**config.mk**
```make
export PLATFORM = sky130hd
export DESIGN_NAME = pipeline_ctrl
export DESIGN_NICKNAME = d
export VERILOG_FILES = /design/src/rtl/pipeline_ctrl.sv
export SDC_FILE = /design/constraint.sdc
export NUM_CORES = 1
export LEC_CHECK = 0
export CAP_MARGIN = 20
export CORE_AREA = 5 5 117 119
export CTS_BUF_LIST = sky130_fd_sc_hd__clkbuf_8
export CTS_CLUSTER_SIZE = 16
export DETAILED_ROUTE_END_ITERATION = 16
export DIE_AREA = 0 0 122 124
export DONT_BUFFER_PORTS = 1
export GPL_TIMING_DRIVEN = 1
export SLEW_MARGIN = 20
export SYNTH_ARGS = -nofsm -noshare
export SYNTH_HDL_FRONTEND = slang
export SYNTH_SLANG_ARGS = --single-unit
```
**constraint.sdc**
```tcl
create_clock -name clk -period 3.55 [get_ports clk]
set_input_delay 0.5325 -clock clk [delete_from_list [all_inputs] [get_ports clk]]
set_output_delay 0.5325 -clock clk [all_outputs]
set_load 0.01 [all_outputs]
```
**src/rtl/pipeline_ctrl.sv**
```systemverilog
// Stall/flush scheduler for the 5-stage pipeline: arbitrates memory wait, mult/div
// occupancy of EX, load-use hazards and taken-branch squash; counts stall/flush cycles.
//
// state   | meaning
// IDLE    | no mult/div resident in EX
// MD_BUSY | mult/div occupying EX, md_cnt holds remaining hold cycles
module pipeline_ctrl #(
  parameter int MD_LATENCY = 8,
  parameter int CNT_W      = 32
) (
  input  logic             clk,
  input  logic             rst,
  input  logic [4:0]       id_rs,
  input  logic [4:0]       id_rt,
  input  logic             id_rs_re,
  input  logic             id_rt_re,
  input  logic             ex_load,
  input  logic [4:0]       ex_wd,
  input  logic             ex_md_start,
  input  logic             mem_busy,
  input  logic             id_branch_taken,
  output logic [4:0]       stall,
  output logic [4:0]       flush,
  output logic             md_busy,
  output logic             md_done,
  output logic [CNT_W-1:0] stall_cycles,
  output logic [CNT_W-1:0] flush_count
);

  typedef enum logic {IDLE, MD_BUSY} state_t;

  state_t     state;
  logic [7:0] md_cnt;
  logic       rs_hit, rt_hit, load_use, md_hold;

  always_comb begin
    rs_hit   = id_rs_re && (id_rs == ex_wd);
    rt_hit   = id_rt_re && (id_rt == ex_wd);
    load_use = ex_load && (ex_wd != 5'd0) && (rs_hit || rt_hit);
    md_hold  = ((state == IDLE) && ex_md_start) || ((state == MD_BUSY) && (md_cnt != 8'd0));
    stall    = 5'b00000;
    flush    = 5'b00000;
    md_done  = 1'b0;
    if (!rst) begin
      // Fixed priority; each row freezes everything upstream and bubbles the next stage.
      if (mem_busy) begin
        stall = 5'b01111;
        flush = 5'b10000;
      end else if (md_hold) begin
        stall = 5'b00111;
        flush = 5'b01000;
      end else if (load_use) begin
        stall = 5'b00011;
        flush = 5'b00100;
      end else if (id_branch_taken) begin
        flush = 5'b00010;
      end
      md_done = (state == MD_BUSY) && !mem_busy && (md_cnt == 8'd0);
    end
  end

  assign md_busy = (state == MD_BUSY) && !rst;

  always_ff @(posedge clk) begin
    if (rst) begin
      state        <= IDLE;
      md_cnt       <= 8'd0;
      stall_cycles <= '0;
      flush_count  <= '0;
    end else begin
      if (stall != 5'b00000) stall_cycles <= stall_cycles + CNT_W'(1);
      if (flush != 5'b00000) flush_count  <= flush_count + CNT_W'(1);
      if (!mem_busy) begin
        case (state)
          IDLE: begin
            if (ex_md_start) begin
              state  <= MD_BUSY;
              md_cnt <= 8'(MD_LATENCY - 2);
            end
          end
          MD_BUSY: begin
            if (md_cnt != 8'd0) md_cnt <= md_cnt - 8'd1;
            else                state  <= IDLE;
          end
          default: state <= IDLE;
        endcase
      end
    end
  end

endmodule

```
Word-level counts from Yosys, hierarchy flattened
Index checks and enable logic that the tools add are counted.
{"block": "word_totals", "out_inout_bits": 76, "romBits": 0, "ram_bits": 0, "latchBits": 0, "n_memories": 0, "regBits": 73}
{"block": "op_classes", "n_shift": 0, "div": 0, "order_cmp": 0, "n_mul": 0, "add_sub_neg": 3, "muxes": 16, "n_reduce_logical": 19, "n_eq_ne": 4, "n_bitwise": 2}
{"cell": "32-bit by 1-bit adder with 32-bit output (second input constant)", "n": 2}
{"cell": "8-bit 2-to-1 mux", "n": 2}
{"cell": "8-bit case mux with 2 select lines", "n": 1}
{"cell": "5-bit 2-to-1 mux", "n": 3}
{"cell": "5-bit nonzero test", "n": 3}
{"cell": "5-bit == test", "n": 2}
{"cell": "1-bit logical AND", "n": 9}
{"cell": "8-bit zero test", "n": 1}
{"cell": "4-bit 2-to-1 mux", "n": 2}
{"cell": "8-bit nonzero test", "n": 1}
{"cell": "8-bit by 1-bit subtractor with 8-bit output (second input constant)", "n": 1}
{"cell": "3-bit 2-to-1 mux", "n": 2}
{"cell": "2-bit 2-to-1 mux", "n": 2}
{"cell": "1-bit 2-to-1 mux", "n": 3}
{"cell": "3-bit AND reduction", "n": 1}
{"cell": "1-bit zero test", "n": 2}
{"cell": "1-bit logical OR", "n": 2}
{"cell": "2-bit by 1-bit inequality test with 1-bit output (second input constant)", "n": 1}
{"cell": "2-bit inequality test (second input constant)", "n": 1}
{"cell": "1-bit NOT", "n": 2}
{"cell": "1-bit case mux with 2 select lines", "n": 1}

Logic depth before layout (Yosys ltp)
Gate-level depths: netlist of the first run.
{"block": "depth", "word_depth": 9, "ltp_mapped": 10, "depth_no_buf": 8}

Least setup slack after synthesis of the first run
OpenSTA, ideal clock, no wires.
{"block": "synth_timing", "path_type": "reg2out", "startpoint": "register md_cnt[0]", "endpoint": "output stall[1]", "required_ns": 3.017, "stages_incl_launch_ff": 11, "setup_slack_ns": 0.810, "t_arrival_ns": 2.207, "path_cell_list": "dfxtp_1 -> inv_1 -> ha_1 -> or4bb_1 -> o22a_1 -> or2_4 -> a21oi_4 -> buf_4 -> buf_4 -> nor2_1 -> buf_4"}
{"block": "synth_via", "elab_chain_cells": 6}
{"item": "from (decl)", "line": "33", "source": "logic [7:0] md_cnt;"}
{"item": "from (signal assigned)", "line": "78", "source": "md_cnt <= 8'(MD_LATENCY - 2);"}
{"item": "from (signal assigned)", "line": "82", "source": "if (md_cnt != 8'd0) md_cnt <= md_cnt - 8'd1;"}
{"item": "8-bit nonzero test", "line": "40", "source": "md_hold = ((state == IDLE) && ex_md_start) || ((state == MD_BUSY) && (md_cnt != 8'd0));"}
{"item": "1-bit logical AND", "line": "40"}
{"item": "1-bit logical OR", "line": "40"}
{"item": "3-bit 2-to-1 mux", "line": "49", "source": "end else if (md_hold) begin"}
{"item": "4-bit 2-to-1 mux", "line": "46", "source": "if (mem_busy) begin"}
{"item": "5-bit 2-to-1 mux", "line": "44", "source": "if (!rst) begin"}
{"item": "to (decl)", "line": "22", "source": "output logic [4:0] stall,"}
Every way passes these cells.

Worst setup path after layout of the first run
{"block": "layout_timing", "startpoint": "register md_cnt[0]", "endpoint": "output flush[1]"}
{"block": "layout_via", "elab_chain_cells": 6}
{"item": "8-bit nonzero test", "line": "40"}
{"item": "1-bit logical AND", "line": "40"}
{"item": "1-bit logical OR", "line": "40"}
{"item": "4-bit 2-to-1 mux", "line": "49"}
{"item": "5-bit 2-to-1 mux", "line": "46"}
{"item": "5-bit 2-to-1 mux", "line": "44"}
{"item": "to (decl)", "line": "23", "source": "output logic [4:0] flush,"}
Every way passes these cells.

==> flow_summary.ini, run 1 <==
[placement]
io_buffers = 0
place_worst_setup_slack_ps = 875
dpl.hpwl_um = 7110
globalplace.congestion = 0.810

[timing]
finClkSkew_ps = 8.99
post-route-period-util_pct = 85.3
setup_violations = 0
final_hold_viol_count = 0
layout_setup_ws_ps = 522
relSlewSlack_pct = 56.7
maxSlewViolCount = 0
period_needed_ps = 3030
worstMarginPinSlew_ps = 649
rsz0062_at_grt = false
fin_tns_setup_ps = 0
fmax_mhz = 330

[status]
status = completed

[yosys]
synth_top_family_by_area = simple AND/OR/NAND/NOR gates
synth_compound_area_share_pct = 20.6
avgSynthCellArea_sq_um = 8.36
synth_edf_count = 0
synth_ff_type = dfxtp_1
synthAdderAreaFrac_pct = 1.31
synthSimpleGateAreaFrac_pct = 28.9
synthTopCellsByArea = dfxtp_1, a21oi_1, or4_1
seq_area_frac_synth_pct = 38.3
syn_inst = 456
syn-cell-area_sq_mm = 0.00381
yosys_warnings = 0
synth.top_cells.by_count = dfxtp_1, a21oi_1, or3_1
synthXorXnorAreaFrac_pct = 3.91
ys_seq_elements = 73
synth_cell_type_count = 50
synth.most_common_cell = dfxtp_1
synthMuxAreaShare_pct = 0.919
yosysTopAreaCell = dfxtp_1
synth.top_cell.area_share_pct = 38.3
async_flop_share_pct = 0

[floorplanning]
die_height_um = 124
ios = 99
rows = 41
core_sq_mm = 0.0125
start_util_pct = 30.6
design.die.area_sq_mm = 0.0151
die_w_um = 122

[setup_path]
slowest_delay_ps = 520
path_cells = inv_1 > ha_1 > or4bb_1 > o22a_1 > or2_4 > a21oi_4 > and3_1
r2r_slack_ps = 830
crit_family = simple AND/OR/NAND/NOR gates
start_kind = register
worst-path-buf-inv = 1
cp.arrival_ps = 2500
crit_slowest_cell = or4bb_1
path_class = register to output pin
required_ps = 3020
worst-path-max-fanout = 17
endpoint_kind = output pin

[route]
wire_per_inst_um = 16.3
drc = 0
antenna_left = 0
drt_first_pass_iters = 4
vias_per_cell = 5.66
drt_iter0_drc = 191
routed_wl_um = 10100
vias = 3502

[clocking]
hold_buffers = 0
cts_tree = yes
clk_pin_slew_worst_paths_ps = 80
cts_setup_buffers = 0
cts_resized = 0
clock-root-buffer = clkbuf_8
clock_sinks = 73
cts_htree_levels = 3
numCtsBuffers = 9
cts_buffer_depth = 2
clk_latency_ps = 360

[layout]
fin_nets = 468
final_util_pct = 33.2
drive_gt1_share_pct = 6.73
syn_to_final_growth_pct = 8.40
nFillCells = 1326

[power_and_ir_drop]
leakage_nw = 1.19
irDropWorstVdd_uv = 196
powerDensity_mw_per_mm2 = 446
total_power_mw = 1.84

[grt]
antenna_found_initial = 0
use_met3_pct = 6.09
grt_max_degree = 74
grt_overflow = 0
use_met1_pct = 15.4
grt_use_total_pct = 13.5
busiest_layer = met2
use_met2_pct = 23.0
grt_pass1_wl_um = 16200
grt_pass1_vias = 3223

[run]
maxCapViolations = 0

[worst_hold_path]
min_path_type = input port to register
==> state kept, by name (all words and copies together), names as in the netlist <==
| signal | cells |
|---|---|
| state | 1 |
| md_cnt | 8 |
| flush_count | 32 |
| stall_cycles | 32 |
==> path summary, 6_finish.rpt <==
check / cells after the start / endpoint / startpoint
worst max-delay path: 7 / flush[1] / md_cnt[0]
worst min-delay path: 1 / md_cnt[1] / rst
worst max register to register: 9 / stall_cycles[1] / md_cnt[0]
worst min register to register: 2 / md_cnt[7] / md_cnt[7]
==> final cells by class <==
cell class                      count  area, sq um  share of cell area (%)
Inverter                            8         30.0                   0.727
Multi-Input combinational cell    345         2130                    51.5
Sequential cell                    73         1460                    35.4
Tap cell                          172          215                    5.21
Timing Repair Buffer                4         42.5                    1.03
Antenna cell                        1         2.50                  0.0606
Clock inverter                      6          115                    2.79
Clock buffer                       10          138                    3.33
==> routing by layer <==
| layer | vias up | wire, um | share of wire (%) |
|---|---|---|---|
| met5 | - | 0 | 0 |
| met4 | 0 | 93 | 0.92 |
| met3 | 8 | 878 | 8.7 |
| met2 | 113 | 4860 | 48 |
| met1 | 1676 | 4280 | 42 |
| li1 | 1705 | - | - |
==> cell families after synthesis <==
family,after synthesis
AND/OR/NAND/NOR,188
AO/OA/AOI/OAI,131
flip-flops,73
buffers and inverters,39
XOR/XNOR,17
adder cells (fa/ha/maj),4
multiplexers,3
other,1
==> worst register-to-register path: cells and delay by family (launching register included) <==
kind | cells | cell delay [ps]
AOI/OAI and AO/OA | 2 | 500
adders and majority gates | 1 | 150
buffers and inverters | 2 | 560
DFF | 1 | 320
muxes | 1 | 260
and+or+nand+nor | 3 | 840
==> report_power, final <==
group | leakage, nW | internal, mW | switching [mW] | total [mW]
sequential | 0.590 | 0.838 | 0.0298 | 0.868
combinational | 0.474 | 0.0594 | 0.0982 | 0.158
clock | 0.123 | 0.488 | 0.330 | 0.819
==> metrics by stage <==
stage | std cells | area [sq um] | hold WS, ps
2_1_floorplan | 457 | 3820 | 453
3_3_place_gp | 602 | 3880 | 473
3_5_place_dp | 602 | 3880 | 482
4_1_cts | 618 | 4130 | 202
5_1_grt | 618 | 4130 | 196
6_report | 619 | 4130 | 237
==> layout by cell type (no fill, tap or decap), types with 3 or more instances in the layout <==
| cell type | n |
|---|---|
| inv_1 | 8 |
| nand2_1 | 30 |
| buf_4 | 3 |
| and4_1 | 5 |
| o21ai_1 | 20 |
| xor2_1 | 4 |
| nand4_1 | 20 |
| nor2_1 | 19 |
| or2_2 | 3 |
| xnor2_1 | 13 |
| nor4_1 | 5 |
| nor3_1 | 3 |
| clkbuf_8 | 10 |
| bufinv_16 | 3 |
| o21ai_0 | 14 |
| or4_1 | 28 |
| nand3_1 | 22 |
| o31ai_1 | 25 |
| a21oi_1 | 57 |
| and2_1 | 5 |
| and3_1 | 5 |
| dfxtp_1 | 73 |
| o21a_1 | 3 |
| or3_1 | 33 |
| ha_1 | 4 |
(Power assumes the default switching activity.)
==> inputs of run 2 (changes only) <==
--- a/config.mk
+++ b/config.mk
@@ -5,12 +5,12 @@
 export SDC_FILE = /design/constraint.sdc
 export NUM_CORES = 1
 export LEC_CHECK = 0
-export CAP_MARGIN = 20
-export CORE_AREA = 5 5 117 119
+export ABC_AREA = 1
+export CORE_AREA = 5 5 134 136
 export CTS_BUF_LIST = sky130_fd_sc_hd__clkbuf_8
 export CTS_CLUSTER_SIZE = 16
 export DETAILED_ROUTE_END_ITERATION = 16
-export DIE_AREA = 0 0 122 124
+export DIE_AREA = 0 0 139 141
 export DONT_BUFFER_PORTS = 1
 export GPL_TIMING_DRIVEN = 1
 export SLEW_MARGIN = 20
==> run 2 against run 1 <==
Clock skew grew 0.61 ps. Register-to-register slack gained 300 ps. Synthesized cell count increased by 57%. Maximum frequency grew 7.5%. Wire length increased by 28%. Via count up 23%. Area after synthesis up 32%. Utilization down 1.4 points. Flip-flop and latch count did not move. Final area is 29% higher.
==> flow_summary.ini, run 2 <==
[status]
status = completed

[layout]
layout_commonest_cell = nand2_1
fin_nets = 731
drive_gt1_share_pct = 18.9
final_cell_mix = nand2_1, nor2_1, dfxtp_1, inv_1, a21oi_2
n_antenna_cell = 0
fin_area_sq_mm = 0.00535
reg.largest.list = flush_count: 32 flops, stall_cycles: 32 flops, md_cnt: 8 flops
syn_to_final_growth_pct = 6.19

[setup_path]
worst-path-max-fanout = 40
cp.arrival_ps = 2280
endpoint_kind = output pin
start_kind = register
required_ps = 3020
path_class = register to output pin

[clocking]
cts_resized = 0
clk_latency_ps = 370
numCtsBuffers = 9
hold_buffers = 0
clock_sinks = 73
cts_htree_levels = 3
cts_setup_buffers = 0
clock-root-buffer = clkbuf_8
cts_tree = yes
cts_buffer_depth = 2
clk_pin_slew_worst_paths_ps = 80

[power_and_ir_drop]
leakage_nw = 1.82
irDropWorstVdd_uv = 313
powerDensity_mw_per_mm2 = 347
total_power_mw = 1.86

[route]
vias = 4317
drt_iter0_drc = 286
wire_per_inst_um = 13.8
routed_wl_um = 12900
antenna_left = 0
vias_per_cell = 4.62
drc = 0
drt_first_pass_iters = 4

[grt]
grt_overflow = 0
grt_pass1_vias = 4086
grt_use_total_pct = 13.2
grt_pass1_wl_um = 21200
grt_max_degree = 67
antenna_found_initial = 0

[placement]
place_worst_setup_slack_ps = 1050
dpl.hpwl_um = 9750
io_buffers = 0
globalplace.congestion = 0.838
detailed_place.area_sq_mm = 0.00510

[timing]
finClkSkew_ps = 9.60
setup_violations = 0
rsz0062_at_grt = false
layout_setup_ws_ps = 733
worstMarginPinSlew_ps = 592
relSlewSlack_pct = 60.5
fin_tns_setup_ps = 0
period_needed_ps = 2820
fmax_mhz = 355
final_hold_viol_count = 0
post-route-period-util_pct = 79.4
maxSlewViolCount = 0

[yosys]
ys_seq_elements = 73
synth.most_common_cell = nand2_1
seq_area_frac_synth_pct = 29.0
synth_cell_type_count = 35
avgSynthCellArea_sq_um = 7.02
synthTopCellsByArea = dfxtp_1, nand2_1, a21oi_2
yosysTopAreaCell = dfxtp_1
async_flop_share_pct = 0
synth_ff_type = dfxtp_1
synth_edf_count = 0
syn_inst = 717
syn-cell-area_sq_mm = 0.00504
synth.top_cell.area_share_pct = 29.0
synth.top_cells.by_count = nand2_1, nor2_1, dfxtp_1
yosys_warnings = 0

[run]
maxCapViolations = 0

[worst_hold_path]
min_path_type = input port to register

[floorplanning]
ios = 99
design.die.area_sq_mm = 0.0196
die_height_um = 141
start_util_pct = 29.9
rows = 48
core_sq_mm = 0.0168
die_w_um = 139
-- run 2: changes by cell type after synthesis, sizes merged, moves of 33 or more --
cell,change
xor2,+34
nor2,+80
or3,-33
inv,+45
nand2,+204
nand3,+38
-- run 2: power breakdown --
group          leakage, nW  switching, mW  internal, mW  total [mW]
Clock                0.119          0.344         0.488       0.832
Sequential           0.590         0.0213         0.833       0.855
Combinational         1.11          0.122        0.0489       0.171
Total                 1.82          0.487          1.37        1.86
-- run 2: cell families after synthesis --
kind of cell	synth area share, %
AOI/OAI and AO/OA	10.7
xor gates and xnor gates	9.39
adders and majority gates	0.994
buffers and inverters	8.87
DFF	29.0
other	0.0745
and+or+nand+nor	40.9
-- run 2: path summary, 6_finish.rpt --
path,from,endpoint,slack [ps],cells past startpoint
worst max register to register,md_cnt[0],flush_count[27],1130,11
worst min-delay path,rst,md_cnt[2],240,1
worst min register to register,md_cnt[0],md_cnt[0],470,2
worst max-delay path,md_cnt[0],stall[0],730,9
-- run 2: cell type report --
cell class                      instances  area, sq um
Multi-Input combinational cell        565         3130
Tap cell                              225          282
Clock inverter                          6          114
Timing Repair Buffer                    2         15.0
Fill cell                            1884        11500
Clock buffer                           10          138
Sequential cell                        73         1460
Inverter                               53          206
-- run 2: through the flow --
| stage | hold slack (ps) | cells | util, % |
|---|---|---|---|
| after floorplan | 441 | 718 | - |
| after global placement | 451 | 918 | 30.3 |
| after detailed placement | 458 | 918 | 30.3 |
| after CTS | 194 | 934 | 31.8 |
| after global routing | 200 | 934 | 31.8 |
| final | 236 | 934 | 31.8 |
-- run 2: routing by layer --
metal	GRT usage (%)	vias to the layer above	share of wire [%]
met2	21.8	108	47
met4	3.45	0	1.1
li1	-	2268	-
met5	0	-	0
met3	5.60	15	8.3
met1	15.9	1926	44
-- run 2: critical path: stages, from the launching register on --
cell and delay [ps]:
dfxtp_1 320, inv_1 150, ha_1 170, nand2_1 50, inv_1 60, nand3_2 110
a21oi_4 200, nand2_4 150, nand2_4 470, inv_8 200
